[config.mk]
export PLATFORM = sky130hd
export DESIGN_NAME = apb_mst_bridge
export DESIGN_NICKNAME = d
export VERILOG_FILES = /design/src/rtl/apb_mst_bridge.sv
export SDC_FILE = /design/constraint.sdc
export NUM_CORES = 1
export LEC_CHECK = 0
export CAP_MARGIN = 10
export CORE_ASPECT_RATIO = 0.6
export CORE_MARGIN = 2
export CORE_UTILIZATION = 39
export CTS_CLUSTER_SIZE = 25
export DETAILED_ROUTE_END_ITERATION = 8
export PLACE_DENSITY = 0.78
export SLEW_MARGIN = 20
export SYNTH_ARGS = -nofsm -noshare
export SYNTH_HDL_FRONTEND = slang
export SYNTH_SLANG_ARGS = --single-unit
[constraint.sdc]
create_clock -name PCLK -period 4 [get_ports PCLK]
set_clock_uncertainty 0.15 [all_clocks]
set_input_delay 1 -clock PCLK [delete_from_list [all_inputs] [get_ports PCLK]]
set_output_delay 1 -clock PCLK [all_outputs]
set_load 0.01 [all_outputs]
[src/rtl/apb_mst_bridge.sv]
`default_nettype none
// ============================================================================
//  Module   : apb_mst_bridge
//  Purpose  : APB4 requester. Turns a valid/ready command stream into single
//             APB transfers (one outstanding) and returns each result on a
//             valid/ready response channel. A programmable timeout aborts a
//             transfer whose slave keeps PREADY low.
//  Ports    : PCLK, PRESET          - clock, async active-high reset
//             cmd_*                 - command channel (valid/ready)
//             rsp_*                 - response channel (valid/ready)
//             PSEL..PSTRB           - APB request outputs
//             PREADY/PRDATA/PSLVERR - APB completion inputs
//  Revision : 1.0 - initial release
// ============================================================================
module apb_mst_bridge #(
  parameter int ADDR_WIDTH     = 32,
  parameter int DATA_WIDTH     = 32,
  parameter int TIMEOUT_CYCLES = 16
) (
  input  logic                      PCLK,
  input  logic                      PRESET,
  // command channel
  input  logic                      cmd_valid,
  output logic                      cmd_ready,
  input  logic                      cmd_write,
  input  logic [ADDR_WIDTH-1:0]     cmd_addr,
  input  logic [DATA_WIDTH-1:0]     cmd_wdata,
  input  logic [DATA_WIDTH/8-1:0]   cmd_strb,
  // response channel
  output logic                      rsp_valid,
  input  logic                      rsp_ready,
  output logic [DATA_WIDTH-1:0]     rsp_rdata,
  output logic                      rsp_err,
  output logic                      rsp_timeout,
  // APB requester side
  output logic                      PSEL,
  output logic                      PENABLE,
  output logic                      PWRITE,
  output logic [ADDR_WIDTH-1:0]     PADDR,
  output logic [DATA_WIDTH-1:0]     PWDATA,
  output logic [DATA_WIDTH/8-1:0]   PSTRB,
  input  logic                      PREADY,
  input  logic                      PSLVERR,
  input  logic [DATA_WIDTH-1:0]     PRDATA
);

  localparam int STRB_WIDTH = DATA_WIDTH / 8;
  // Counter must be able to hold TIMEOUT_CYCLES itself.
  localparam int CNT_WIDTH  = (TIMEOUT_CYCLES > 1) ? $clog2(TIMEOUT_CYCLES + 1) : 1;
  localparam bit TIMEOUT_EN = (TIMEOUT_CYCLES != 0);
  localparam logic [CNT_WIDTH-1:0] CNT_LIMIT = CNT_WIDTH'(TIMEOUT_CYCLES);

  typedef enum logic [1:0] {
    ST_IDLE   = 2'd0,
    ST_SETUP  = 2'd1,
    ST_ACCESS = 2'd2,
    ST_RESP   = 2'd3
  } state_t;

  state_t                r_state;
  state_t                w_state_next;
  logic [CNT_WIDTH-1:0]  r_cnt;
  logic [CNT_WIDTH-1:0]  w_cnt_inc;
  logic                  w_accept;
  logic                  w_done;
  logic                  w_abort;

  // Ready is withheld while reset is asserted even though the state reads IDLE.
  assign cmd_ready = (r_state == ST_IDLE) && !PRESET;
  assign w_cnt_inc = r_cnt + 1'b1;

  always_ff @(posedge PCLK or posedge PRESET) begin
    if (PRESET) begin
      r_state <= ST_IDLE;
    end else begin
      r_state <= w_state_next;
    end
  end

  always_comb begin
    w_state_next = r_state;
    w_accept     = 1'b0;
    w_done       = 1'b0;
    w_abort      = 1'b0;
    case (r_state)
      ST_IDLE: begin
        if (cmd_valid) begin
          w_accept     = 1'b1;
          w_state_next = ST_SETUP;
        end
      end
      ST_SETUP: begin
        w_state_next = ST_ACCESS;
      end
      ST_ACCESS: begin
        // PREADY on the limit edge wins over the timeout.
        if (PREADY) begin
          w_done       = 1'b1;
          w_state_next = ST_RESP;
        end else if (TIMEOUT_EN && (w_cnt_inc == CNT_LIMIT)) begin
          w_abort      = 1'b1;
          w_state_next = ST_RESP;
        end
      end
      ST_RESP: begin
        if (rsp_ready) begin
          w_state_next = ST_IDLE;
        end
      end
      default: begin
        w_state_next = ST_IDLE;
      end
    endcase
  end

  // APB request registers and response registers.
  always_ff @(posedge PCLK or posedge PRESET) begin
    if (PRESET) begin
      PSEL        <= 1'b0;
      PENABLE     <= 1'b0;
      PWRITE      <= 1'b0;
      PADDR       <= '0;
      PWDATA      <= '0;
      PSTRB       <= '0;
      rsp_valid   <= 1'b0;
      rsp_rdata   <= '0;
      rsp_err     <= 1'b0;
      rsp_timeout <= 1'b0;
      r_cnt       <= '0;
    end else begin
      if (w_accept) begin
        PSEL   <= 1'b1;
        PADDR  <= cmd_addr;
        PWRITE <= cmd_write;
        // Reads present neutral write data and no active lanes.
        PWDATA <= cmd_write ? cmd_wdata : '0;
        PSTRB  <= cmd_write ? cmd_strb  : {STRB_WIDTH{1'b0}};
        r_cnt  <= '0;
      end

      if (r_state == ST_SETUP) begin
        PENABLE <= 1'b1;
      end

      if (w_done) begin
        PSEL        <= 1'b0;
        PENABLE     <= 1'b0;
        rsp_valid   <= 1'b1;
        rsp_rdata   <= PWRITE ? '0 : PRDATA;
        rsp_err     <= PSLVERR;
        rsp_timeout <= 1'b0;
      end else if (w_abort) begin
        PSEL        <= 1'b0;
        PENABLE     <= 1'b0;
        rsp_valid   <= 1'b1;
        rsp_rdata   <= '0;
        rsp_err     <= 1'b1;
        rsp_timeout <= 1'b1;
      end else if (r_state == ST_ACCESS) begin
        r_cnt <= w_cnt_inc;
      end

      if ((r_state == ST_RESP) && rsp_ready) begin
        rsp_valid <= 1'b0;
      end
    end
  end

endmodule
`default_nettype wire

# After elaboration in Yosys (flattened, before gate mapping)
# Cells that the tools add are included.
# classes
add_sub_neg,1
eq_ne,7
n_mux,32
n_reduce_logical,9
# ops
operator,n
$mux 32,4
$mux 5,4
$mux 1,18
$reduce_bool 3->1,3
$mux 2,4
$pmux 2 s4,1
$add 5x1->5 const B,1
$eq 5x5->1 const B,1
$eq 2x2->1 const B,2
$mux 4,1
$ne 2x2->1 const B,2
$ne 3x3->1 const B,1
$reduce_and 3->1,1
$eq 2x1->1 const B,1
$logic_and 1x1->1,2
$logic_not 2->1,1
$reduce_bool 2->1,1
$logic_not 1->1,1
# totals
register_bits,113
input_bits,107
out_inout_bits,107
elab_cells,61

# Logic depth before layout (Yosys ltp)
# depth
ltp_word,8
depth_mapped,8
mapped_depth_nobuf,6

# Least setup slack after synthesis
# OpenSTA, ideal clock, no wires.
# synth_timing
path_type,input port to output port
startpoint,in PRESET
endpoint,out cmd_ready
arrival_time_ns,1.178
required_ns,2.850
slack_ns,1.672
stages,1
path_cell_list,nor2b_1
# synth_via
elab_chain_len,2
# synth_lines
element,line_no,source
from (decl),21,"input logic PRESET,"
$logic_not 1->1 (no line),n/a,
$logic_and 1x1->1,69,assign cmd_ready = (r_state == ST_IDLE) && !PRESET;
to (decl),24,"output logic cmd_ready,"
# No other way between the ends.

# Worst setup path in the final report
# Same ends and word-level chain as after synthesis.

==> results.yml <==
clock_network:
  cts_buffers: 17
  ctsResizeCount: 0
  cts_sinks: 113
  path_clk_slew_ps: 50
  cts.path.max_buffers: 2
  cts_setup_buffers: 0
  worstSkewPairLatency_ps: 400
  cts_tree: "built"
  root_buffer: "clkbuf_16"
  ctsHtreeMaxLevel: 4
  cts_hold_buf: 0
drt:
  dr_total_vias: 4240
  detail_route.vias_per_cell: 4.879
  drt-pass1-iter-count: 4
  wl_um: 13570
  drc: 0
  postRouteAntennaNets: 0
  drt_iter0_markers: 210
  avgRoutedWirePerCell_um: 15.61
outcome:
  status: "completed"
place:
  routabilityCongestion: 0.7937
  place_worst_setup_slack_ps: 668.6
  dpl-instance-area_mm2: 0.007257
  post-place-cells: 837
  hpwl_um: 9755
  portBuffers: 213
setup_path:
  r2r_setup_slack_ps: 1760
  cpPeakStageDelay_ps: 550
  crit_top_cell: "clkdlybuf4s50_1"
  cp_max_fo: 2
  cp_data_arrival_time_ps: 2180
  path_class: "input port to output port"
  r2r_start: "r_state[0]$_DFFE_PP0P_"
  critPathBufInv: 2
  crit_family: "buffers and inverters"
  endpoint_kind: "output port"
  path_cells: "clkdlybuf4s50_1 > nor2b_1 > clkdlybuf4s50_1"
  reg2reg_depth: 6
  cp.required_ps: 2850
  r2r_end: "r_cnt[4]$_DFF_PP0_"
  start_kind: "input port"
  slowest_stage: "clkdlybuf4s50_1"
timing:
  fin_ws_ps: 668.2
  max_freq_mhz: 300.1
  tightestPinTransition_ps: 873.8
  tns_ps: 0
  slew_headroom: 0.4162
  fin_crit_ps: 3332
  fin_crit_sh: 0.8329
  maxSlewViolCount: 0
  rsz0062_at_grt: "false"
  final-hold-violation-count: 0
  holdWs_ps: 332.7
  setup_viol: 0
power:
  switchingPower_mw: 1.906
  power_mw: 6.161
  swShare: 0.3094
  seqPwrFrac: 0.323
  vdd_drop_max_v: 0.0005195
  combinationalPowerShare: 0.405
  p_clk_frac: 0.272
  p_int_mw: 4.255
  p_leak_nw: 3.285
  power_density_mw_per_mm2: 777.8
global_routing:
  overflow: 0
  grt_use_met2: 0.3288
  grt-busiest-layer: "met2"
  antenna_found_initial: 0
  grt_util_met1: 0.2553
  grt_usage: 0.2055
  grt_first_pass_wirelength_um: 22230
  grt_pass1_vias: 4449
  grt_max_degree: 73
  grt_util_met3: 0.08408
logic_synthesis:
  yosys_register_bits: 113
  synth_edf_count: 0
  synth_top_cells_by_area: "dfrtp_1 (57%), mux2_2 (7.4%), o21ai_0 (7.2%), nand2_1 (5.9%), nand2b_1 (4.6%)"
  yosysTopAreaCellShare: 0.5654
  synth_fp_nets: 596
  synth_top_area_cell: "dfrtp_1"
  yosys_most_used_dff: "dfrtp_1"
  ys_types: 38
  yosys_warnings: 0
  seq_area_frac_synth: 0.5654
  synthCells: 483
  synth-async-reset-ratio: 1.000
  synth_area_mm2: 0.005001
  synth.avg_cell_area_um2: 10.35
layout:
  stdcell_area_mm2: 0.007921
  syn_to_final_growth_pct: 58.39
  nFillCells: 963
  layout.cells.non_filler: 869
  fin_nets: 804
  mostFrequentLayoutCell: "clkdlybuf4s50_1"
  diodes: 0
  drive_above_1_share: 0.1151
  final_util: 0.6442
  final_cell_mix: "clkdlybuf4s50_1 (213), dfrtp_1 (113), nand2_1 (78)"
flow_run:
  max_cap_viol_count: 0
floorplan:
  die_y_um: 91.72
  dieArea_mm2: 0.01377
  die_w_um: 150.2
  rows: 31
  start_util: 0.4067
  io_pins: 214
  coreArea_mm2: 0.01230
min_path:
  hold_end: "PSTRB[2]$_DFFE_PP0P_"
  hp-class: "register to register"
  worstHoldPathCells: 2
  hp-start: "PSTRB[2]$_DFFE_PP0P_"
## state kept, by name (all words and copies together), names as in the netlist
signal	flops
PSEL	1
PENABLE	1
r_state	2
PSTRB	4
rsp_valid	1
PWDATA	32
rsp_err	1
rsp_timeout	1
PWRITE	1
r_cnt	5
rsp_rdata	32
PADDR	32
## cell usage after synthesis, types with 2 or more instances
cell type / n
a21oi_1: 37
and2_1: 2
buf_1: 2
buf_2: 9
clkbuf_1: 15
clkbuf_2: 3
dfrtp_1: 113
ha_1: 6
inv_1: 4
mux2_2: 33
nand2_1: 79
nand2b_1: 37
nand3_1: 4
nand4_1: 3
nor2_1: 3
nor2b_1: 36
o211ai_1: 3
o21ai_0: 72
o31a_2: 2
o31ai_1: 2
## per-layer routing
metal | vias to the layer above | part of all wire
li1 | 2046 | -
met1 | 2035 | 0.43
met2 | 142 | 0.47
met3 | 17 | 0.088
met4 | 0 | 0.014
met5 | - | 0
## power groups by stage
stage / Sequential [mW] / Combinational [mW] / Clock (mW)
floorplan: 2.19 / 0.944 / 0
global placement: 1.96 / 2.44 / 0
detailed placement: 2.00 / 2.52 / 0
CTS: 1.99 / 2.54 / 1.71
global route: 2.06 / 2.74 / 1.77
finish: 1.99 / 2.50 / 1.68
## worst min-delay path: stages (launching register included)
cell and delay, ps:
dfrtp_1 340, nand2_1 50, o21ai_0 60
## how the worst max path moves through the flow
stage          cells after the start                    to    from  slack, ps
6_report                           3             cmd_ready  PRESET        670
5_1_grt                            3             cmd_ready  PRESET        620
4_1_cts                            3             cmd_ready  PRESET        660
3_5_place_dp                       3             cmd_ready  PRESET        670
3_3_place_gp                       3             cmd_ready  PRESET        710
2_1_floorplan                      1  PADDR[0]$_DFFE_PP0P_  PRESET       1480
## layout make-up
cell class / count / area, um^2 / area share
Sequential cell: 113 / 2828 / 0.3570
Timing Repair Buffer: 222 / 2212 / 0.2793
Multi-Input combinational cell: 333 / 1992 / 0.2515
Clock buffer: 23 / 488.0 / 0.06160
Tap cell: 165 / 206.4 / 0.02606
Clock inverter: 9 / 176.4 / 0.02227
Inverter: 4 / 18.77 / 0.002369
## logic make-up (layout without fill, tap and decap cells)
family	count (synthesis)	count (layout)	share of synthesized area
fa+ha+maj	6	6	0.01501
simple gates	168	168	0.1691
compound gates	124	124	0.1339
buf+inv	37	258	0.03728
flops	113	113	0.5654
mux	35	35	0.07931
No activity file was read; power rests on OpenSTA's default activity.
==> variant 1 (same settings) <==
Reset style: synchronous (`PRESET`), changed in 2 clocked blocks. Comments in the files are not updated.
--- a/src/rtl/apb_mst_bridge.sv
+++ b/src/rtl/apb_mst_bridge.sv
@@ -69,7 +69,7 @@
   assign cmd_ready = (r_state == ST_IDLE) && !PRESET;
   assign w_cnt_inc = r_cnt + 1'b1;
 
-  always_ff @(posedge PCLK or posedge PRESET) begin
+  always_ff @(posedge PCLK) begin
     if (PRESET) begin
       r_state <= ST_IDLE;
     end else begin
@@ -114,7 +114,7 @@
   end
 
   // APB request registers and response registers.
-  always_ff @(posedge PCLK or posedge PRESET) begin
+  always_ff @(posedge PCLK) begin
     if (PRESET) begin
       PSEL        <= 1'b0;
       PENABLE     <= 1'b0;
Behaviour: differs if PRESET is asserted again (counterexample within 4 cycles, from zero or initial values and one cycle with PRESET high); with PRESET held inactive, the same outputs for 10 cycles.
==> variant 1 against the unedited design <==
- count of clock-buffer cells in the layout increased by 2
- utilization up 0.36 points
- worst setup slack gained 0.35 ns
- non-clock buffer count fell by 2
- area after synthesis shrank 8.3%
- sequential cell count unchanged
- final area down 7.0%
- wire length grew 2.6%
Power is not compared: it rests on default switching activity, and its combinational part moved more than twofold at a synthesized area within 25%.
==> variant 1: results (changes against the unedited design) <==
run status=complete, no violations; Worst IR Drop VDD=0.000335 V; aggregate routed wire length=13900 um (+2.6%); count of synthesis-stage warnings from yosys=0 (unchanged); number of diodes=0 (unchanged); endpoint arrival time on the critical path=1.83 ns (-0.35 ns); delay of the slowest critical-path stage=0.58 ns (+0.03 ns); syn_nets=644 (+8.1%); vias in the first global route=4418 (-0.70%); DP Wirelength=9540 um (-2.2%); fraction of synthesis flops using an asynchronous set or reset pin=0% (-100 points); worst-case hold path end point=PWDATA[10]; worst r2r src=r_cnt[0]; kind of cell adding the most delay to the critical path=buffers and inverters; RePlAce Congestion=0.780 (-1.8%); worst max-slew margin expressed relative to the limit=36.4% (-5.2 points); Max clock buf depth=2 (unchanged); share of cells above drive strength 1=9.52% (-2.0 points); number of gates given a new drive strength after cts=0 (unchanged); source of the critical timing path=r_state[0]; count of unique library cells instantiated by Yosys=35 (-7.9%); first-pass GRT wire length=21400 um (-3.9%); reg2reg end=rsp_rdata[25]; DR iter-0 viols=178 (-15%); Hold Slack=0.298 ns (-0.0344 ns); cell count after placement=865 (+3.3%); Worst Reg-to-Reg Cells=4 (-2); final std cells w/o fill=895 (+3.0%); CTS buffer count=17 (unchanged); path class of the lowest-slack min-delay path=reg -> reg; Synth top cells by count=138 x nand2_1, 113 x dfxtp_1, 103 x a21oi_1, 37 x nand3_1, 33 x clkbuf_1; Via Count=4617 (+8.9%); post-placement cell area=0.00678 mm^2 (-6.6%); register area share after synthesis=49.3% (-7.2 points); primary flip-flop cell chosen by synthesis mapping=dfxtp_1; pin count of the biggest net entering global routing=84 (+15%); Overall Global Routing Usage=21.4% (+0.84 points); initial antenna violation count=0 (unchanged); top cells by area, synth=dfxtp_1 49%, nand2_1 11%, a21oi_1 11%, a311oi_2 8.5%, nand3_1 4.0%; worst setup slack after placement=0.872 ns (+0.204 ns); detailed-routing iteration count for the pre-antenna-repair pass=5 (+1); mean instance size in the synthesized netlist=8.64 um^2 (-17%); slack of the worst reg-to-reg path=1.75 ns; Final nets=837 (+4.1%); startpoint of the lowest-slack hold path=PWDATA[10]; maximum fanout count along the critical path=4 (+2)
-- variant 1: cell types whose count changed in the layout (fill, tap and decap cells not counted), sizes merged, moves of 34 or more --
cell / before / now
a21oi: 37 / 103
nor2b: 36 / 2
mux2: 34 / 0
o21ai: 72 / 3
dfrtp: 113 / 0
nand2: 80 / 138
dfxtp: 0 / 113
-- variant 1: cells by family (layout without fill, tap and decap cells) --
kind of cell / after synthesis / in the layout / synth area share, %
adders and majority gates: 6 / 6 / 1.64
and+or+nand+nor: 206 / 206 / 19.4
muxes: 2 / 2 / 0.436
AOI/OAI and AO/OA: 155 / 155 / 24.4
buffers and inverters: 49 / 253 / 4.88
DFF: 113 / 113 / 49.3
-- variant 1: per-layer routing --
layer	track usage (%)	vias to the layer above	share of wire [%]
met5	0	-	0
met4	9.36	0	1.4
met3	5.58	19	7.2
met2	35.6	167	47
met1	26.5	2190	44
li1	-	2241	-
-- variant 1: power breakdown --
part           internal, mW  switching [mW]
combinational         0.476           0.554
sequential             1.26          0.0760
clock                  1.00           0.478
total                  2.74            1.11
-- variant 1: worst max path at each step --
stage | endpoint | slack (ns) | depth (start not counted)
4_1_cts | cmd_ready | 0.99 | 4
6_report | cmd_ready | 1.02 | 4
3_3_place_gp | r_cnt[4] | 0.93 | 7
2_1_floorplan | cmd_ready | 1.24 | 3
3_5_place_dp | r_cnt[4] | 0.87 | 7
5_1_grt | cmd_ready | 0.93 | 4
-- variant 1: cell type report --
cell class / count / area (um^2)
clock buffer: 25 / 515
clock inverter: 5 / 75.1
fill: 937 / 4010
inverter: 3 / 11.3
multi-input combinational: 369 / 2110
sequential: 113 / 2260
tap: 160 / 200
timing repair buffer: 220 / 2190
-- variant 1: worst min-delay path: stages (launching register included) --
cell	delay, ns
dfxtp_1	0.30
nand2_1	0.05
a21oi_1	0.05
==> variant 2 (config.mk and constraints unchanged) <==
Made on the original files. The parameter `TIMEOUT_CYCLES` goes from 16 to 8.
--- a/src/rtl/apb_mst_bridge.sv
+++ b/src/rtl/apb_mst_bridge.sv
@@ -15,7 +15,7 @@
 module apb_mst_bridge #(
   parameter int ADDR_WIDTH     = 32,
   parameter int DATA_WIDTH     = 32,
-  parameter int TIMEOUT_CYCLES = 16
+  parameter int TIMEOUT_CYCLES = 8
 ) (
   input  logic                      PCLK,
   input  logic                      PRESET,
Function: no difference found for any inputs over 4 cycles, from zero or initial values and one cycle with PRESET high; that may be too few to reach the edited logic, so the function may still have changed.
==> variant 2 against the unedited design <==
- final area shrank 13%
- die area is 12% lower
- critical path depth did not move
- worst setup slack better by 0.028 ns
- sequential cell count is 1 lower
- area after synthesis down 12%
- global-route usage is 2.0 points lower
- power decreased by 17%
- wire length shrank 19%
- critical endpoint unchanged
- largest power group unchanged
- highest routed layer unchanged
==> variant 2: results (changes against the unedited design) <==
share of cell area taken by muxes after synthesis=8.72% (+0.79 points); syn_nets=473 (-21%); endpoint arrival time on the critical path=2.15 ns (-0.03 ns); met3 Usage GRT=8.01% (-0.40 points); clock latency on the worst-skew pair=0.33 ns (-0.07 ns); met1 GRT Util=22.5% (-3.1 points); detailed-routing iteration count for the pre-antenna-repair pass=4 (unchanged); reg2reg end=rsp_rdata[25]; primary flip-flop cell chosen by synthesis mapping=dfrtp_1; hold depth=2 (unchanged); DP Wirelength=8030 um (-18%); count of synthesis-stage warnings from yosys=0 (unchanged); count of H-tree levels built during CTS=3 (-1); cell at the root of the clock tree=clkbuf_16; run status=complete, no violations; Final nets=680 (-15%); area share of xor/xnor cells in the synthesized design=0% (unchanged); detailed route wirelength on metal3=981 um (-18%); aggregate routed wire length=11000 um (-19%); met2 Resource Use GR=30.9% (-2.0 points); clk slew on worst S/H paths=0.07 ns (+0.02 ns); Lkg Pwr=2.99 nW (-9.1%); worst setup slack after placement=0.703 ns (+0.0345 ns); adder and majority cell fraction of the synthesized area=1.71% (+0.21 points); pin count of the biggest net entering global routing=113 (+55%); number of design rule violations left after detail routing=0 (unchanged); post-placement cell area=0.00664 mm^2 (-8.5%); Worst Reg-to-Reg Cells=5 (-1); Via Count=3444 (-19%); Hold Slack=0.330 ns (-0.00303 ns); slack of the worst reg-to-reg path=1.84 ns (+0.08 ns); mean instance size in the synthesized netlist=12.2 um^2 (+18%); compound-cell area share of the yosys netlist=14.3% (+0.89 points); DR iter-0 viols=131 (-38%); Synth top cells by count=112 x dfrtp_1, 77 x nand2_1, 42 x o21ai_0, 34 x mux2_2, 27 x a22o_1; worst r2r src=r_cnt[0]; share of cells above drive strength 1=11.7% (+0.23 points); actual transition at the worst max-transition pin=0.932 ns (+0.0583 ns); cell count after placement=695 (-17%); count of unique library cells instantiated by Yosys=29 (-24%); Worst IR Drop VDD=0.000397 V (-24%); final std cells w/o fill=710 (-18%); first-pass GRT wire length=17800 um (-20%); startpoint of the lowest-slack hold path=PWDATA[0]; register area share after synthesis=63.8% (+7.3 points); vias in the first global route=3650 (-18%); top cells by area, synth=dfrtp_1 64%, mux2_2 8.7%, nand2_1 6.6%, a22o_1 5.4%, o21ai_0 4.8%; worst-case hold path end point=PWDATA[0]; Overall Global Routing Usage=18.6% (-2.0 points); RePlAce Congestion=0.771 (-2.8%); CTS buffer count=9 (-8); total met2 wirelength after detailed routing=5160 um (-19%); met1 wire length=4690 um (-19%); number of fillers in the final layout=851 (-12%)
## variant 2: area by class of cell
type	count	area (um^2)	area share, %
clock inverters	4	31.3	0.452
repair buffers	218	2180	31.5
clock buffers	11	243	3.51
well taps	139	174	2.51
multi-input cells	217	1450	20.9
flip-flops and latches	112	2800	40.5
inverters	9	37.5	0.543
## variant 2: critical path, stage by stage
cell and delay (ns):
clkdlybuf4s50_1 0.47, nor2_1 0.12, clkdlybuf4s50_1 0.56
## variant 2: worst max-delay path by stage
stage                 from         to  slack (ns)
global placement    PRESET  cmd_ready        0.74
detailed placement  PRESET  cmd_ready        0.70
floorplan           PRESET   PADDR[0]        1.49
CTS                 PRESET  cmd_ready        0.70
finish              PRESET  cmd_ready        0.70
global route        PRESET  cmd_ready        0.69
## variant 2: power breakdown
group,internal (mW),leakage (nW),switching [mW]
clock network,0.438,0.124,0.386
registers,1.66,1.41,0.300
logic,1.39,1.45,0.933
total,3.49,2.99,1.62
